`config.mk`:
```
export PLATFORM = sky130hd
export DESIGN_NAME = writeback_buffer
export DESIGN_NICKNAME = d
export VERILOG_FILES = /design/src/rtl/writeback_buffer.sv
export SDC_FILE = /design/constraint.sdc
export NUM_CORES = 1
export LEC_CHECK = 0
export CORE_ASPECT_RATIO = 0.9
export CORE_UTILIZATION = 50
export CTS_BUF_LIST = sky130_fd_sc_hd__clkbuf_8
export CTS_CLUSTER_SIZE = 12
export DETAILED_ROUTE_END_ITERATION = 10
export DONT_BUFFER_PORTS = 1
export PLACE_DENSITY_LB_ADDON = 0.15
export SYNTH_ARGS = -nofsm -noshare
export SYNTH_HDL_FRONTEND = slang
export SYNTH_SLANG_ARGS = --single-unit
```
`constraint.sdc`:
```
create_clock -name clk -period 10.15 [get_ports clk]
set_clock_uncertainty 0.2 [all_clocks]
set_input_delay 1.5225 -clock clk [delete_from_list [all_inputs] [get_ports clk]]
set_output_delay 1.5225 -clock clk [all_outputs]
set_load 0.02 [all_outputs]
```
`src/rtl/writeback_buffer.sv`:
```
// Posted write-back buffer: absorbs evicted lines, coalesces repeat addresses,
// drains the oldest entry to ram on grant and forwards pending data to lookups.
module writeback_buffer #(
  parameter int ADDR_WIDTH = 16,
  parameter int DATA_WIDTH = 32,
  parameter int DEPTH      = 4
) (
  input  logic                         clk,
  input  logic                         rst,
  input  logic                         push_valid,
  output logic                         push_ready,
  input  logic [ADDR_WIDTH-1:0]        push_addr,
  input  logic [DATA_WIDTH-1:0]        push_data,
  input  logic [ADDR_WIDTH-1:0]        lookup_addr,
  output logic                         lookup_hit,
  output logic [DATA_WIDTH-1:0]        lookup_data,
  input  logic                         mem_grant,
  output logic                         ram_we,
  output logic [ADDR_WIDTH-1:0]        ram_addr,
  output logic [DATA_WIDTH-1:0]        ram_wdata,
  output logic [$clog2(DEPTH+1)-1:0]   count,
  output logic                         empty
);

  localparam int PTR_W = $clog2(DEPTH);
  localparam int CNT_W = $clog2(DEPTH+1);
  localparam logic [CNT_W-1:0] DEPTH_C = CNT_W'(DEPTH);

  logic [DEPTH-1:0]                 valid_q, valid_d;
  logic [DEPTH-1:0][ADDR_WIDTH-1:0] addr_q, addr_d;
  logic [DEPTH-1:0][DATA_WIDTH-1:0] data_q, data_d;
  logic [PTR_W-1:0]                 rd_ptr_q, rd_ptr_d;
  logic [PTR_W-1:0]                 wr_ptr_q, wr_ptr_d;
  logic [CNT_W-1:0]                 count_q, count_d;
  logic                             ram_we_q, ram_we_d;
  logic [ADDR_WIDTH-1:0]            ram_addr_q, ram_addr_d;
  logic [DATA_WIDTH-1:0]            ram_wdata_q, ram_wdata_d;

  logic             drain_fire;
  logic             push_fire;
  logic             alloc;
  logic [DEPTH-1:0] match_vec;
  logic [DEPTH-1:0] lookup_vec;
  logic             match_any;
  logic [PTR_W-1:0] match_idx;

  assign drain_fire = (count_q != '0) && mem_grant;

  // The head entry leaving this cycle must not absorb a push; that push allocates instead.
  for (genvar gi = 0; gi < DEPTH; gi++) begin : g_entry
    assign match_vec[gi]  = valid_q[gi] && (addr_q[gi] == push_addr) &&
                            !(drain_fire && (rd_ptr_q == PTR_W'(gi)));
    assign lookup_vec[gi] = valid_q[gi] && (addr_q[gi] == lookup_addr);
  end

  always_comb begin
    match_any = 1'b0;
    match_idx = '0;
    for (int i = 0; i < DEPTH; i++) begin
      if (match_vec[i]) begin
        match_any = 1'b1;
        match_idx = PTR_W'(i);
      end
    end
  end

  assign push_ready = (count_q < DEPTH_C) || match_any;
  assign push_fire  = push_valid && push_ready;
  assign alloc      = push_fire && !match_any;

  // Walk oldest to newest so a younger hit overrides the in-flight write and older entries.
  always_comb begin
    logic [PTR_W-1:0] idx;
    idx         = '0;
    lookup_hit  = ram_we_q && (ram_addr_q == lookup_addr);
    lookup_data = lookup_hit ? ram_wdata_q : '0;
    for (int k = 0; k < DEPTH; k++) begin
      idx = rd_ptr_q + PTR_W'(k);
      if (lookup_vec[idx]) begin
        lookup_hit  = 1'b1;
        lookup_data = data_q[idx];
      end
    end
  end

  always_comb begin
    valid_d     = valid_q;
    addr_d      = addr_q;
    data_d      = data_q;
    rd_ptr_d    = rd_ptr_q;
    wr_ptr_d    = wr_ptr_q;
    ram_we_d    = 1'b0;
    ram_addr_d  = ram_addr_q;
    ram_wdata_d = ram_wdata_q;

    if (drain_fire) begin
      valid_d[rd_ptr_q] = 1'b0;
      rd_ptr_d          = rd_ptr_q + PTR_W'(1);
      ram_we_d          = 1'b1;
      ram_addr_d        = addr_q[rd_ptr_q];
      ram_wdata_d       = data_q[rd_ptr_q];
    end

    if (push_fire) begin
      if (match_any) begin
        data_d[match_idx] = push_data;
      end else begin
        valid_d[wr_ptr_q] = 1'b1;
        addr_d[wr_ptr_q]  = push_addr;
        data_d[wr_ptr_q]  = push_data;
        wr_ptr_d          = wr_ptr_q + PTR_W'(1);
      end
    end

    case ({alloc, drain_fire})
      2'b10:   count_d = count_q + CNT_W'(1);
      2'b01:   count_d = count_q - CNT_W'(1);
      default: count_d = count_q;
    endcase
  end

  always_ff @(posedge clk or posedge rst) begin
    if (rst) begin
      valid_q     <= '0;
      addr_q      <= '0;
      data_q      <= '0;
      rd_ptr_q    <= '0;
      wr_ptr_q    <= '0;
      count_q     <= '0;
      ram_we_q    <= 1'b0;
      ram_addr_q  <= '0;
      ram_wdata_q <= '0;
    end else begin
      valid_q     <= valid_d;
      addr_q      <= addr_d;
      data_q      <= data_d;
      rd_ptr_q    <= rd_ptr_d;
      wr_ptr_q    <= wr_ptr_d;
      count_q     <= count_d;
      ram_we_q    <= ram_we_d;
      ram_addr_q  <= ram_addr_d;
      ram_wdata_q <= ram_wdata_d;
    end
  end

  assign ram_we    = ram_we_q;
  assign ram_addr  = ram_addr_q;
  assign ram_wdata = ram_wdata_q;
  assign count     = count_q;
  assign empty     = (count_q == '0) && !ram_we_q;

endmodule

```
After elaboration in Yosys (flattened, before gate mapping)
Cells that the tools add are included.
Cells by class
  reductions and logical operators: 36
  $add $sub $neg: 6
  bitwise operators: 4
  multiplexer cells: 53
  equality and inequality tests: 14
  order comparisons: 10
Operators by type and width (count)
  two-way mux 32 bit: 11
  binary-select mux 32 bit (select 2 bit): 4
  bitwise mux 128 bit: 2
  equality test 16 bit: 9
  demux 32 bit (select 2 bit): 2
  two-way mux 128 bit: 1
  bitwise mux 64 bit: 1
  binary-select mux 16 bit (select 2 bit): 1
  demux 16 bit (select 2 bit): 1
  two-way mux 16 bit: 2
  logical AND 1 bit: 24
  less-than comparator 2 x 3 -> 1 bit, second input constant: 6
  two-way mux 1 bit: 16
  two-way mux 4 bit: 3
  binary-select mux 1 bit (select 2 bit): 4
  equality test 2 bit, second input constant: 3
  greater-or-equal comparator 2 x 1 -> 1 bit, second input constant: 3
  logical NOT 1 bit: 6
  one-hot mux 3 bit (2 select lines): 1
  adder 2 x 1 -> 2 bit, second input constant: 2
  adder 2 bit, second input constant: 2
  AND 4 bit: 1
  demux 1 bit (select 2 bit): 2
  equality test 2 x 1 -> 1 bit, second input constant: 2
  13 further kinds: 14
Word-level totals
  output and inout port bits: 87
  word-level logic and storage cells: 138
  register bits: 252

Logic depth before layout (Yosys ltp)
  depth after elaboration: 14
  depth in mapped cells: 14

Worst setup path after synthesis
No wires, ideal clock.
  kind: input-to-output
  start point: in lookup_addr[2]
  end point: out lookup_data[30]
  data arrival time: 3.773 ns
  buffers on the path: 2
  path slack: 4.654 ns
  cell stages on the path: 10
  data required time: 8.428 ns
  cells stage by stage: buf_2 -> xor2_1 -> nor4_1 -> nand2_1 -> nor4_1 -> mux2i_1 -> mux2_2 -> buf_6 -> o21a_1 -> o32ai_1
Between the ends
  cells in the longest elaborated chain, start to end: 8
Ends and longest elaborated chain
  from (decl): RTL line 14  | input logic [ADDR_WIDTH-1:0] lookup_addr,
  equality test 16 bit: RTL line 53  | assign lookup_vec[gi] = valid_q[gi] && (addr_q[gi] == lookup_addr);
  logical AND 1 bit: RTL line 53
  binary-select mux 1 bit (select 2 bit): RTL line 79  | if (lookup_vec[idx]) begin
  two-way mux 1 bit (implied by the code): RTL line 79
  two-way mux 32 bit (3 in a row): RTL line 79
  two-way mux 32 bit (*): RTL line 79
  to (decl): RTL line 16  | output logic [DATA_WIDTH-1:0] lookup_data,
Every way passes the cells marked *; elsewhere a longest branch is shown, timed or not. The select of a mux whose other input is x is not followed.

Final worst setup path
  start point: reg rd_ptr_q[0]
  end point: out lookup_data[0]
Between the ends
  cells in the longest elaborated chain, start to end: 6
Ends and longest elaborated chain
  from (decl): RTL line 32  | logic [PTR_W-1:0] rd_ptr_q, rd_ptr_d;
  from (signal assigned): RTL line 137  | rd_ptr_q <= rd_ptr_d;
  adder 2 x 1 -> 2 bit, or another cell as far along: RTL line 78  | idx = rd_ptr_q + PTR_W'(k);
  binary-select mux 32 bit (select 2 bit), or another cell as far along: RTL line 81  | lookup_data = data_q[idx];
  two-way mux 32 bit (implied by the code), or another cell as far along: RTL line 81
  two-way mux 32 bit (2 in a row): RTL line 79
  two-way mux 32 bit (*): RTL line 79
Marks and branches as above.

==> summary.md <==
| Metric | Value |
|---|---|
| Crit path required time | `8.43 ns` |
| Gr usage total | `28.87%` |
| Cells after Synth | `1557` |
| Syn_nets | `1635` |
| CP cell instances | `inv_2 > ha_4 > buf_4 > o21ai_0 > mux2_2 > nand2b_2 > buf_4 > o32ai_1` |
| Startpoint Class | `flip-flop` |
| Total Wirelength | `48330 um` |
| Most frequent CP cell | `buf_4` |
| First-pass GRT wire length | `75310 um` |
| # rows | `63` |
| Vias in the first global route | `11940` |
| Max_cap viols | `0` |
| Critical setup path kind | `reg2out` |
| CTS tree | `yes` |
| Max Slew Vio Count | `0` |
| Initial antenna violation count | `0` |
| Net count, final | `1565` |
| CTS resizes | `0` |
| VDD IR max | `0.1939 mV` |
| Total power | `6.101 mW` |
| Sequential share of the synthesized area | `37.47%` |
| Initial DRC count | `1068` |
| RSZ-0062 raised after global routing | `no` |
| Asr flop ratio synth | `100.0%` |
| Top FF cell, synth | `dfrtp_1` |
| WP data arrival | `5.55 ns` |
| Largest net degree at the start of global routing | `128` |
| Final Cycle Share | `71.69%` |
| LEAKAGE | `7.526 nW` |
| Fin crit period | `7.277 ns` |
| Synthesis-to-finish area growth | `5.710%` |
| Die Y | `176.1 um` |
| Number of synthesized flops with an enable pin | `0` |
| Gr ovfl total | `0` |
| Total negative slack | `0 ns` |
| GP Congestion | `0.9396` |
| Starting Density | `50.96%` |
| CP peak stage delay | `0.93 ns` |
| Ys Warns | `0` |
| Status | `completed` |
| H-tree depth | `2` |
| Dpl hpwl | `32250 um` |
| Core Area | `33030 um2` |
| Crit-path max FO | `51` |
| CTS Buf Count | `45` |
| CTS Hold Bufs | `0` |
| DRT Pass-1 Iters | `5` |
| Final setup viols | `0` |
| Worst Max-Slew Pin Slew | `1.198 ns` |
| Max_slew headroom | `18.43%` |
| FF+latch count, synth | `252` |
| Total number of vias | `12230` |
| Final ANT Viol Nets | `0` |
| Vias/cell | `6.305` |
| Non-filler cells, final | `1939` |
| CTS Buffer Depth | `3` |
| CTS Sinks | `252` |
| Average wire per standard cell | `24.92 um` |
| Post-CTS Setup Inserts | `0` |
| Mapped Area | `16830 um2` |
| Fmax | `137.4 MHz` |
| Io pins | `155` |
| Die ar. | `34400 um2` |
| Die Width | `195.4 um` |
| PortBufs | `0` |
| Yosys cell types | `49` |
| Fin. Hold Viols | `0` |
| Clock transition at the registers of the reported paths | `0.06 ns` |
| Worst Hold Class | `reg2reg` |
| Pwr per Cell Area | `343.0 nW/um2` |
| Critical Path Slowest Stage Cell | `dfrtp_4` |
| Average cell area after synthesis | `10.81 um2` |
| Fraction of layout cells with a size suffix above 1 | `25.77%` |
| Diode count | `0` |
| Clock Latency Late Sink | `0.59 ns` |
| Root Driver | `clkbuf_8` |
| # DRC | `0` |
| Crit path capture type | `output pin` |
| Placed insts | `1862` |
[through the flow]
stage	utilization, %	setup WS [ns]	area (um2)	hold WS [ns]
after floorplan	-	1.499	16830	0.2933
after global placement	51.21	3.557	16910	0.3172
after detailed placement	51.21	3.418	16910	0.3334
after CTS	53.87	2.799	17790	0.3453
after global routing	53.87	2.476	17790	0.3666
final	53.87	2.873	17790	0.3416
[cell usage after synthesis (all sizes together) (2+ instances only)]
| cell type | instances | share of area (%) |
|---|---|---|
| nor2 | 106 | 2.4 |
| nand4 | 13 | 0.48 |
| o221ai | 2 | 0.18 |
| a21oi | 27 | 0.80 |
| o32ai | 29 | 2.7 |
| a32o | 3 | 0.18 |
| inv | 16 | 0.36 |
| xnor2 | 41 | 2.1 |
| dfrtp | 252 | 37 |
| and2 | 3 | 0.11 |
| nand2 | 343 | 7.6 |
| nor3 | 9 | 0.39 |
| nor4 | 33 | 1.3 |
| mux2 | 113 | 7.6 |
| clkbuf | 53 | 1.2 |
| or2 | 2 | 0.074 |
| o21ai | 71 | 2.1 |
| o21a | 34 | 1.5 |
| and3 | 3 | 0.11 |
| nand3 | 2 | 0.13 |
| xor2 | 108 | 5.6 |
| a21boi | 32 | 1.4 |
| a2111oi | 4 | 0.32 |
| buf | 84 | 2.8 |
| mux2i | 8 | 0.48 |
| o31ai | 4 | 0.35 |
| a31oi | 3 | 0.19 |
| or4 | 2 | 0.089 |
| mux4 | 141 | 19 |
| ha | 9 | 0.67 |
[path summary, 6_finish.rpt]
path                                         start  depth (start not counted)                         to  slack, ns
max                        rd_ptr_q[0]$_DFFE_PP0P_                          8             lookup_data[0]       2.87
min in group asynchronous                      rst                          1    ram_addr[7]$_DFFE_PP0P_       0.77
max reg2reg                rd_ptr_q[0]$_DFFE_PP0P_                          9     data_q[99]$_DFFE_PP0P_       4.34
max in group asynchronous                      rst                          3  ram_wdata[26]$_DFFE_PP0P_       6.77
min reg2reg                wr_ptr_q[0]$_DFFE_PP0P_                          1    wr_ptr_q[0]$_DFFE_PP0P_       0.34
min                        wr_ptr_q[0]$_DFFE_PP0P_                          1    wr_ptr_q[0]$_DFFE_PP0P_       0.34
[cell usage in the layout (no fill, tap or decap), drive strengths merged, types with 2 or more instances in the layout]
cell type / n
a2111oi: 4
a21boi: 32
a21oi: 27
a31oi: 3
a32o: 3
and2: 3
and3: 3
buf: 20
clkbuf: 57
clkinv: 3
dfrtp: 252
ha: 9
inv: 32
mux2: 113
mux2i: 8
mux4: 141
nand2: 343
nand3: 2
nand4: 13
nor2: 106
nor3: 9
nor4: 33
o21a: 34
o21ai: 71
o221ai: 2
o31ai: 4
o32ai: 29
or2: 2
or4: 2
xnor2: 41
xor2: 108
[power breakdown]
| part | internal (mW) | leakage, nW | total (mW) | switching, mW |
|---|---|---|---|---|
| Clock | 0.503 | 0.505 | 0.940 | 0.437 |
| Combinational | 1.49 | 3.83 | 2.95 | 1.46 |
| Sequential | 1.45 | 3.19 | 2.21 | 0.763 |
[layout make-up]
type / instances / area, um2
Tap cell: 422 / 528.0
Clock buffer: 57 / 784.5
Inverter: 16 / 67.56
Timing Repair Buffer: 20 / 150.1
Clock inverter: 20 / 92.59
Fill cell: 2895 / 15240
Sequential cell: 252 / 6314
Multi-Input combinational cell: 1152 / 9854
[cells by family after synthesis]
group | count (synthesis) | share of synthesized area [%]
and+or+nand+nor | 519 | 12.85
buffers and inverters | 153 | 4.327
AOI/OAI and AO/OA | 212 | 9.903
muxes | 262 | 26.91
DFF | 252 | 37.47
xor gates and xnor gates | 149 | 7.754
adders and majority gates | 10 | 0.7881
[critical path, delay by kind of cell, from the launching register on]
family                   cells  cell delay, ns
AO/OA/AOI/OAI                2            1.19
adder cells (fa/ha/maj)      1            0.42
buffers and inverters        3            1.08
flip-flops                   1            0.93
multiplexers                 1            0.89
AND/OR/NAND/NOR              1            0.42
[state kept, by name (all words and copies together), names as in the netlist]
signal     count
ram_wdata     32
valid_q        4
data_q       128
rd_ptr_q       2
count          3
addr_q        64
wr_ptr_q       2
ram_we         1
ram_addr      16
[layer usage]
layer  up-vias  global-route usage [%]  share of wire (%)
li1       5423                       -                  -
met1      6246                   43.08                 45
met2       487                   41.83                 44
met3        70                   7.393                9.2
met4         0                   7.382                2.0
met5         -                       0                  0
Power figures use the tool's default switching activity.
